[src/rtl/anim_pkg.sv]
// Shared types and default constants for the idle-animation sequencer.
package anim_pkg;

  typedef enum logic [1:0] {
    MANUAL = 2'd0,
    AUTO   = 2'd1,
    PAUSE  = 2'd2
  } mode_t;

  localparam int SPEED_MAX_DEF = 10;
  localparam int DWELL_DEF     = 64;
  localparam int SPEED_W       = 4;
  // Step counter must hold 2*speed+1, i.e. one bit wider than speed.
  localparam int STEP_W        = SPEED_W + 1;

endpackage

[src/rtl/anim_sequencer_if.sv]
// Button inputs and display-control outputs of the animation sequencer.
interface anim_sequencer_if
  import anim_pkg::*;
#(
  parameter int NPAT = 8
);

  localparam int PW = (NPAT > 1) ? $clog2(NPAT) : 1;

  logic [NPAT-1:0]    sel;
  logic               btn_faster;
  logic               btn_slower;
  logic               btn_auto;
  logic               btn_pause;
  logic [PW-1:0]      pattern;
  logic [SPEED_W-1:0] speed;
  logic [1:0]         mode;
  logic               step;
  logic               restart;

  modport master (
    output sel, btn_faster, btn_slower, btn_auto, btn_pause,
    input  pattern, speed, mode, step, restart
  );

  modport slave (
    input  sel, btn_faster, btn_slower, btn_auto, btn_pause,
    output pattern, speed, mode, step, restart
  );

endinterface

[src/rtl/anim_sequencer_btn_edge.sv]
// Registers a vector of raw button levels and flags rising edges.
// The copies reset to ones so a button held through reset stays silent.
module btn_edge #(
  parameter int W = 1
) (
  input  logic         clk,
  input  logic         rst_n,
  input  logic [W-1:0] btn_i,
  output logic [W-1:0] rise_o
);

  logic [W-1:0] btn_q;

  always_ff @(posedge clk or negedge rst_n) begin
    if (!rst_n) begin
      btn_q <= '1;
    end else begin
      btn_q <= btn_i;
    end
  end

  assign rise_o = btn_i & ~btn_q;

endmodule

[src/rtl/anim_sequencer.sv]
// Idle-animation controller: button decoding, mode FSM, step and dwell
// timing, and the step/restart strobes for the pattern ring counters.
module anim_sequencer
  import anim_pkg::*;
#(
  parameter int NPAT      = 8,
  parameter int SPEED_MAX = SPEED_MAX_DEF,
  parameter int DWELL     = DWELL_DEF
) (
  input  logic            clk,
  input  logic            rst_n,
  anim_sequencer_if.slave bus
);

  localparam int PW = (NPAT > 1) ? $clog2(NPAT) : 1;
  localparam int DW = $clog2(DWELL + 1);
  localparam int BW = NPAT + 4;

  mode_t              mode_q, mode_d;
  mode_t              savedMode_q, savedMode_d;
  logic [PW-1:0]      pattern_q, pattern_d;
  logic [SPEED_W-1:0] speed_q, speed_d;
  logic [STEP_W-1:0]  stepCnt_q, stepCnt_d;
  logic [DW-1:0]      dwell_q, dwell_d;
  logic               step_q, step_d;
  logic               restart_q, restart_d;

  logic [BW-1:0] rise;
  logic          pauseEdge, autoEdge, selEdge, fasterEdge, slowerEdge;
  logic          selValid;
  logic [PW-1:0] selIdx;
  logic          doRestart, clearStep, autoAct;

  btn_edge #(.W(BW)) u_btn_edge (
    .clk    (clk),
    .rst_n  (rst_n),
    .btn_i  ({bus.sel, bus.btn_pause, bus.btn_auto, bus.btn_faster, bus.btn_slower}),
    .rise_o (rise)
  );

  assign slowerEdge = rise[0];
  assign fasterEdge = rise[1];
  assign autoEdge   = rise[2];
  assign pauseEdge  = rise[3];
  assign selEdge    = |rise[BW-1:4];
  assign selValid   = $onehot(bus.sel);

  always_comb begin
    selIdx = '0;
    for (int i = 0; i < NPAT; i++) begin
      if (bus.sel[i]) selIdx = PW'(i);
    end
  end

  // One button action per cycle in priority order, then the step/dwell timing.
  // Dwell is not counted on the cycle an auto press clears it.
  always_comb begin
    mode_d      = mode_q;
    savedMode_d = savedMode_q;
    pattern_d   = pattern_q;
    speed_d     = speed_q;
    stepCnt_d   = stepCnt_q;
    dwell_d     = dwell_q;
    step_d      = 1'b0;
    restart_d   = 1'b0;
    doRestart   = 1'b0;
    clearStep   = 1'b0;
    autoAct     = 1'b0;

    if (pauseEdge) begin
      if (mode_q == PAUSE) begin
        mode_d = savedMode_q;
      end else begin
        savedMode_d = mode_q;
        mode_d      = PAUSE;
      end
    end else if (autoEdge) begin
      autoAct = 1'b1;
      dwell_d = '0;
      case (mode_q)
        MANUAL:  mode_d = AUTO;
        AUTO:    mode_d = MANUAL;
        default: savedMode_d = (savedMode_q == AUTO) ? MANUAL : AUTO;
      endcase
    end else if (selEdge) begin
      if (selValid) begin
        pattern_d = selIdx;
        doRestart = 1'b1;
        if (mode_q == PAUSE) savedMode_d = MANUAL;
        else                 mode_d      = MANUAL;
      end
    end else if (fasterEdge) begin
      if (speed_q != '0) begin
        speed_d   = speed_q - 1'b1;
        clearStep = 1'b1;
      end
    end else if (slowerEdge) begin
      if (speed_q < SPEED_W'(SPEED_MAX)) begin
        speed_d   = speed_q + 1'b1;
        clearStep = 1'b1;
      end
    end

    if (doRestart) begin
      stepCnt_d = '0;
      dwell_d   = '0;
      restart_d = 1'b1;
    end else if (clearStep) begin
      stepCnt_d = '0;
    end else if (mode_d != PAUSE) begin
      if (stepCnt_q == {speed_q, 1'b1}) begin
        stepCnt_d = '0;
        if (mode_d == AUTO && !autoAct && dwell_q == DW'(DWELL)) begin
          restart_d = 1'b1;
          dwell_d   = '0;
          pattern_d = (pattern_q == PW'(NPAT - 1)) ? '0 : pattern_q + 1'b1;
        end else begin
          step_d = 1'b1;
          if (mode_d == AUTO && !autoAct) dwell_d = dwell_q + 1'b1;
        end
      end else begin
        stepCnt_d = stepCnt_q + 1'b1;
      end
    end
  end

  always_ff @(posedge clk or negedge rst_n) begin
    if (!rst_n) begin
      mode_q      <= MANUAL;
      savedMode_q <= MANUAL;
      pattern_q   <= '0;
      speed_q     <= SPEED_W'(1);
      stepCnt_q   <= '0;
      dwell_q     <= '0;
      step_q      <= 1'b0;
      restart_q   <= 1'b0;
    end else begin
      mode_q      <= mode_d;
      savedMode_q <= savedMode_d;
      pattern_q   <= pattern_d;
      speed_q     <= speed_d;
      stepCnt_q   <= stepCnt_d;
      dwell_q     <= dwell_d;
      step_q      <= step_d;
      restart_q   <= restart_d;
    end
  end

  assign bus.pattern = pattern_q;
  assign bus.speed   = speed_q;
  assign bus.mode    = mode_q;
  assign bus.step    = step_q;
  assign bus.restart = restart_q;

endmodule

[src/flat_wrapper.sv]
// flat-port wrapper written by rule: the top's interface ports become plain ports
module anim_sequencer_flat import anim_pkg::*;
#(
  parameter int NPAT      = 8,
  parameter int SPEED_MAX = SPEED_MAX_DEF,
  parameter int DWELL     = DWELL_DEF
)
  (clk, rst_n, bus_sel, bus_btn_faster, bus_btn_slower, bus_btn_auto, bus_btn_pause, bus_pattern, bus_speed, bus_mode, bus_step, bus_restart);
  anim_sequencer_if #(.NPAT(NPAT)) bus_i ();
  input  logic clk;
  input  logic rst_n;
  input wire logic [$bits(bus_i.sel)-1:0] bus_sel;
  input wire logic [$bits(bus_i.btn_faster)-1:0] bus_btn_faster;
  input wire logic [$bits(bus_i.btn_slower)-1:0] bus_btn_slower;
  input wire logic [$bits(bus_i.btn_auto)-1:0] bus_btn_auto;
  input wire logic [$bits(bus_i.btn_pause)-1:0] bus_btn_pause;
  output wire logic [$bits(bus_i.pattern)-1:0] bus_pattern;
  output wire logic [$bits(bus_i.speed)-1:0] bus_speed;
  output wire logic [$bits(bus_i.mode)-1:0] bus_mode;
  output wire logic [$bits(bus_i.step)-1:0] bus_step;
  output wire logic [$bits(bus_i.restart)-1:0] bus_restart;
  assign bus_i.sel = bus_sel;
  assign bus_i.btn_faster = bus_btn_faster;
  assign bus_i.btn_slower = bus_btn_slower;
  assign bus_i.btn_auto = bus_btn_auto;
  assign bus_i.btn_pause = bus_btn_pause;
  assign bus_pattern = bus_i.pattern;
  assign bus_speed = bus_i.speed;
  assign bus_mode = bus_i.mode;
  assign bus_step = bus_i.step;
  assign bus_restart = bus_i.restart;
  anim_sequencer #(.NPAT(NPAT), .SPEED_MAX(SPEED_MAX), .DWELL(DWELL)) u_core (.clk(clk), .rst_n(rst_n), .bus(bus_i));
endmodule
[config.mk]
export PLATFORM = sky130hd
export DESIGN_NAME = anim_sequencer_flat
export DESIGN_NICKNAME = d
export VERILOG_FILES = /design/src/rtl/anim_pkg.sv /design/src/rtl/anim_sequencer_if.sv /design/src/rtl/anim_sequencer_btn_edge.sv /design/src/rtl/anim_sequencer.sv /design/src/flat_wrapper.sv
export SDC_FILE = /design/constraint.sdc
export NUM_CORES = 1
export LEC_CHECK = 0
export BUFFER_PORTS_ARGS = -buffer_cell sky130_fd_sc_hd__buf_2
export CAP_MARGIN = 20
export CORE_MARGIN = 2
export CORE_UTILIZATION = 60
export CTS_CLUSTER_SIZE = 8
export DETAILED_ROUTE_END_ITERATION = 16
export PLACE_DENSITY = 0.81
export REMOVE_ABC_BUFFERS = 1
export SETUP_SLACK_MARGIN = 0.02
export SLEW_MARGIN = 10
export SYNTH_ARGS = -nofsm -noshare
export SYNTH_HDL_FRONTEND = slang
export SYNTH_SLANG_ARGS = --single-unit
export TNS_END_PERCENT = 5
[constraint.sdc]
create_clock -name clk -period 6.8 [get_ports clk]
set_input_delay 1.36 -clock clk [delete_from_list [all_inputs] [get_ports clk]]
set_output_delay 1.36 -clock clk [all_outputs]
set_load 0.03 [all_outputs]
Word level (Yosys, flattened, before mapping)
Index checks and enable logic that the tools add are counted.

storage, ports and cells
  output and inout bits = 11
  logic and storage cells = 125
  register bits = 37
  bits in read-only memories = 0
  memory bits (writable) = 0
  latch bits = 0
  memories kept = 0
  input port bits = 14

cells by class
  eq/ne operators = 12
  bitwise logic cells = 5
  $lt $le $gt $ge = 1
  multipliers = 0
  muxes and demuxes = 71
  div/mod/pow operators = 0
  reductions and logical operators = 15
  add/subtract/negate cells = 12
  shift operators = 0

operator list
  kind                 count
  $mux 7               8
  $mux 3               16
  $mux 2               13
  $mux 1               25
  $mux 5               4
  $mux 4               4
  $add 4x4->4          3
  $and 12x12->12       1
  $not 12->12          1
  $reduce_bool 3->1    4
  $add 1x1->2          4
  $reduce_or 8->1      1
  $add 7x1->7 const B  1
  $eq 7x7->1 const B   1
  $eq 2x1->1 const B   3
  $ne 2x2->1 const B   3
  $reduce_and 6->1     1
  $add 5x1->5 const B  1
  $eq 5x5->1           1
  $reduce_and 5->1     1
  $add 4x1->4 const B  1
  $eq 4x1->1 const B   1
  $lt 4x4->1 const B   1
  $pmux 2 s2           1
  12 further kinds     16

Depth between registers and ports, before layout
  depth after elaboration = 16
  gate-level depth with buffers = 15
  gate-level depth less buffers = 15

Modules after synthesis
Synthesis repeated with hierarchy kept, for this count alone.

unflattened totals
  cell total of the unflattened synthesis = 232
  area total of the unflattened synthesis = 2373.5 um^2

by module, submodules not included
  module          area each (um^2)  cells an instance  seq. area each (um^2)  times used
  anim_sequencer  1893.1            208                626.9                  1
  btn_edge        480.5             24                 315.3                  1

Least setup slack after synthesis
No wires, ideal clock.

  path kind = input-to-reg
  start = input port bus_sel[0]
  end = register u_core.pattern_q[2] (netlist: u_core.bus.pattern[2])
  buffers on the path = 0
  data required time = 6675 ps
  stages = 14
  setup time = 125 ps
  arrival time = 5335 ps
  path slack = 1340 ps
  path through = ha_1 fa_1 inv_1 fa_1 inv_1 ha_1 fa_1 or4b_4 a211oi_2 a311oi_1 nor4_4 nand2_2 nor2_2 mux2_2

between the ends
  word-level cells in the longest chain between the ends = 16
  elaborated cells on any way between the ends = 30
  classes of those cells = 3 x add/sub; 3 x eq/ne; 20 x mux; 1 x bitwise; 3 x reduce/logical

ends and longest elaborated chain
  what                                            line                   RTL
  start: declaration                              flat_wrapper.sv:12     input wire logic [$bits(bus_i.sel)-1:0] bus_sel;
  $add 1x1->2 (not written as such)               anim_sequencer.sv:46   assign selValid = $onehot(bus.sel);
  $add 4x4->4 (not written as such) (2 in a row)  anim_sequencer.sv:46
  $eq 4x1->1                                      anim_sequencer.sv:46
  $mux 2                                          anim_sequencer.sv:86   if (selValid) begin
  $mux 2                                          anim_sequencer.sv:85   end else if (selEdge) begin
  $mux 2                                          anim_sequencer.sv:77   end else if (autoEdge) begin
  $mux 2                                          anim_sequencer.sv:70   if (pauseEdge) begin
  $eq 2x1->1                                      anim_sequencer.sv:113  if (mode_d == AUTO && !autoAct && dwell_q == DW'(DWELL)) begin
  $logic_and 1x1->1 (2 in a row)                  anim_sequencer.sv:113
  $mux 3                                          anim_sequencer.sv:113
  $mux 3                                          anim_sequencer.sv:111  if (stepCnt_q == {speed_q, 1'b1}) begin
  $mux 3                                          anim_sequencer.sv:110  end else if (mode_d != PAUSE) begin
  $mux 3                                          anim_sequencer.sv:108  end else if (clearStep) begin
  $mux 3 (*)                                      anim_sequencer.sv:104  if (doRestart) begin
  named net u_core.pattern_d[2]                   anim_sequencer.sv:21   logic [PW-1:0] pattern_q, pattern_d;
  end signal: assignment                          anim_sequencer.sv:140  pattern_q <= pattern_d;
  end: declaration                                anim_sequencer.sv:21

The timed path passes the listed nets; every way through them passes the cells marked *.
A chain may end at the register's enable or synchronous reset.

Final worst setup path
Same ends and word-level chain as after synthesis.

==> impl_metrics.env <==
export IMPL_status="finished clean"
export IMPL_critPathTopFamily="adder cells"
export IMPL_placed_area_sq_um=2550
export IMPL_grt_use_total=0.254
export IMPL_viasPerCell=5.90
export IMPL_ys_warn_count=0
export IMPL_diodes=0
export IMPL_ys_seq_area_frac=0.396
export IMPL_dr_pass1_iters=4
export IMPL_final_area_sq_um=2660
export IMPL_synth_ff_type="dfrtp_1"
export IMPL_ys_seq_elements=37
export IMPL_r2r_setup_slack_ns=3.74
export IMPL_cts_repair_resized=0
export IMPL_clock_path_buffers=2
export IMPL_h_tree_depth=2
export IMPL_synthCells=247
export IMPL_hold_path_depth=2
export IMPL_ir_worst_vdd_uv=206
export IMPL_antenna_found_initial=0
export IMPL_vias=1919
export IMPL_clock_latency_ns=0.29
export IMPL_finClkSkew_ns=0.00922
export IMPL_finalCriticalPeriod_ns=5.60
export IMPL_fp_dieH_um=67.0
export IMPL_worstPathArrival_ns=5.77
export IMPL_hold_violations=0
export IMPL_synth_edf_count=0
export IMPL_grt_max_degree=38
export IMPL_cp_end_kind="register"
export IMPL_r2r_start="u_core.bus.mode[1]"
export IMPL_io_pins=25
export IMPL_path_class="in -> reg"
export IMPL_wl_mm=4.91
export IMPL_wl_per_cell_um=15.1
export IMPL_clkTransAtPathRegs_ns=0.08
export IMPL_slowest_delay_ns=0.62
export IMPL_seq_area_sq_um=942
export IMPL_startpoint_type="input port"
export IMPL_timing_final_crit_share=0.824
export IMPL_gp_congestion=0.913
export IMPL_p_per_area_nw_per_um2=341
export IMPL_worstHoldEndpoint="u_core.savedMode_q[1]"
export IMPL_start_util=0.636
export IMPL_rsz0062_at_grt="false"
export IMPL_rows=22
export IMPL_setup_violations=0
export IMPL_remaining_drc_errors=0
export IMPL_syn_avg_cell_area_sq_um=9.64
export IMPL_slew_viol_final=0
export IMPL_reg2reg_depth=9
export IMPL_critPathRequiredTime_ns=6.97
export IMPL_drt_iter0_drc=141
export IMPL_cts_hold_buf=0
export IMPL_holdCritStartpoint="u_core.savedMode_q[1]"
export IMPL_area_growth_syn_to_layout_pct=11.6
export IMPL_cts_made_buffers=5
export IMPL_async_flop_share=1.00
export IMPL_tightest_slew_ns=0.802
export IMPL_clkSinkCount=37
export IMPL_die_x_um=67.0
export IMPL_hold_path_class="reg -> reg"
export IMPL_max_cap_viol_count=0
export IMPL_r2r_end="u_core.dwell_q[4]"
export IMPL_leakage_nw=1.20
export IMPL_grt_ovfl_total=0
export IMPL_portBuffers=24
export IMPL_grt_pass1_wl_mm=8.41
export IMPL_grt_pass1_vias=1848
export IMPL_final_cells=325
export IMPL_antenna_left=0
export IMPL_worst_path_max_fanout=9
export IMPL_tns_ns=0
export IMPL_core_sq_um=3740
export IMPL_syn_area_sq_um=2380
export IMPL_multiInputGateArea_sq_um=1320
export IMPL_final_cell_mix="27 x inv_1, 24 x buf_2, 24 x dfrtp_1"
export IMPL_crit_slowest_cell="nor4_4"
export IMPL_hpwl_mm=3.75
export IMPL_whs_ns=0.488
export IMPL_layout_drive_gt1_share=0.206
export IMPL_timing_fmax_mhz=179
export IMPL_synthDistinctLibCells=51
export IMPL_clockRootBuffer="clkbuf_8"
export IMPL_crit_chain="buf_2, ha_1, fa_1, inv_1, fa_1, inv_1, ha_1, fa_1, or4b_4, a211oi_2, a311oi_1, nor4_4, nand2_2, nor2_2, mux2_2"
export IMPL_final_nets=313
export IMPL_postCtsSetupBuffers=0
export IMPL_relSlewSlack=0.465
export IMPL_final_common_cell="inv_1"
export IMPL_crit_buf_inv=3
export IMPL_dp_cells=317
export IMPL_die_area_sq_um=4490
export IMPL_critPathMostFrequentCell="fa_1"
export IMPL_cts_tree="done"
export IMPL_fillers=299
-- worst min-delay path, cell delays in order (launching register included) --
cell     delay, ns
dfrtp_1       0.35
nand2_1       0.05
o31ai_1       0.06
-- synthesized netlist by cell type (2+ instances only) --
cell type,number,share of area
a211oi_1,3,0.0095
a21o_1,3,0.0095
a21oi_1,18,0.038
a311oi_1,2,0.0074
a32o_1,3,0.013
buf_2,2,0.0042
dfrtp_1,24,0.25
dfstp_2,13,0.14
fa_1,5,0.042
ha_1,18,0.095
inv_1,27,0.043
mux2i_1,2,0.0084
nand2_1,14,0.022
nand2b_1,11,0.029
nand3_1,5,0.011
nand3b_1,2,0.0063
nand4b_1,3,0.011
nor2_1,16,0.025
nor2b_1,11,0.029
nor3_1,3,0.0063
nor4_1,3,0.0079
o21ai_0,12,0.025
o22ai_1,4,0.011
o31ai_1,3,0.0095
or2_2,2,0.0053
or3_1,3,0.0079
or4_1,6,0.019
xnor2_1,4,0.015
xor2_1,3,0.011
-- flip-flops by register name, summed over array words and instances, names as in the netlist --
name and flops:
u_core.stepCnt_q 5, u_core.bus.restart 1, u_core.dwell_q 7, u_core.bus.step 1, u_core.savedMode_q 2, u_core.bus.speed 4, u_core.u_btn_edge.btn_q 12, u_core.bus.mode 2
u_core.bus.pattern 3
-- worst max path at each step --
stage	from	endpoint	slack [ns]	depth (start not counted)
after global routing	bus_sel[0]	u_core.bus.pattern[2]	0.97	15
final	bus_sel[0]	u_core.bus.pattern[2]	1.20	15
after CTS	bus_sel[0]	u_core.bus.pattern[2]	1.22	15
after global placement	bus_sel[0]	u_core.bus.pattern[2]	1.03	15
after floorplan	bus_sel[0]	u_core.bus.pattern[2]	1.33	14
after detailed placement	bus_sel[0]	u_core.bus.pattern[2]	0.91	15
-- layout make-up --
type | count | area share
clock inverter | 1 | 0.00188
clock buffer | 7 | 0.0363
inverter | 27 | 0.0382
tap | 48 | 0.0226
timing repair buffer | 25 | 0.0480
sequential | 37 | 0.355
multi-input combinational | 180 | 0.498
-- per-layer routing --
metal  vias to the layer above  routed length (um)  track usage
met1                       904                2260        0.338
met2                        70                2330        0.408
met3                        12                 247       0.0608
li1                        933                   -            -
met5                         -                   0            0
met4                         0                  72       0.0791
-- through the flow --
step / total power, W / utilization / worst slack [ns]
2_1_floorplan: 0.000627 / - / 1.33
3_3_place_gp: 0.000721 / 0.682 / 1.03
3_5_place_dp: 0.000737 / 0.682 / 0.911
4_1_cts: 0.000908 / 0.710 / 1.22
5_1_grt: 0.000984 / 0.710 / 0.969
6_report: 0.000905 / 0.710 / 1.20
-- where the power goes --
group	internal, W	switching (W)
combinational	0.000152	0.000254
clock	0.0000916	0.0000779
sequential	0.000277	0.0000520
-- cell families after synthesis --
family                   share of synthesized area
AND/OR/NAND/NOR                              0.219
buffers and inverters                       0.0483
adder cells (fa/ha/maj)                      0.137
AO/OA/AOI/OAI                                0.162
XOR/XNOR                                    0.0257
flip-flops                                   0.396
multiplexers                                0.0131
Power figures use the tool's default switching activity.
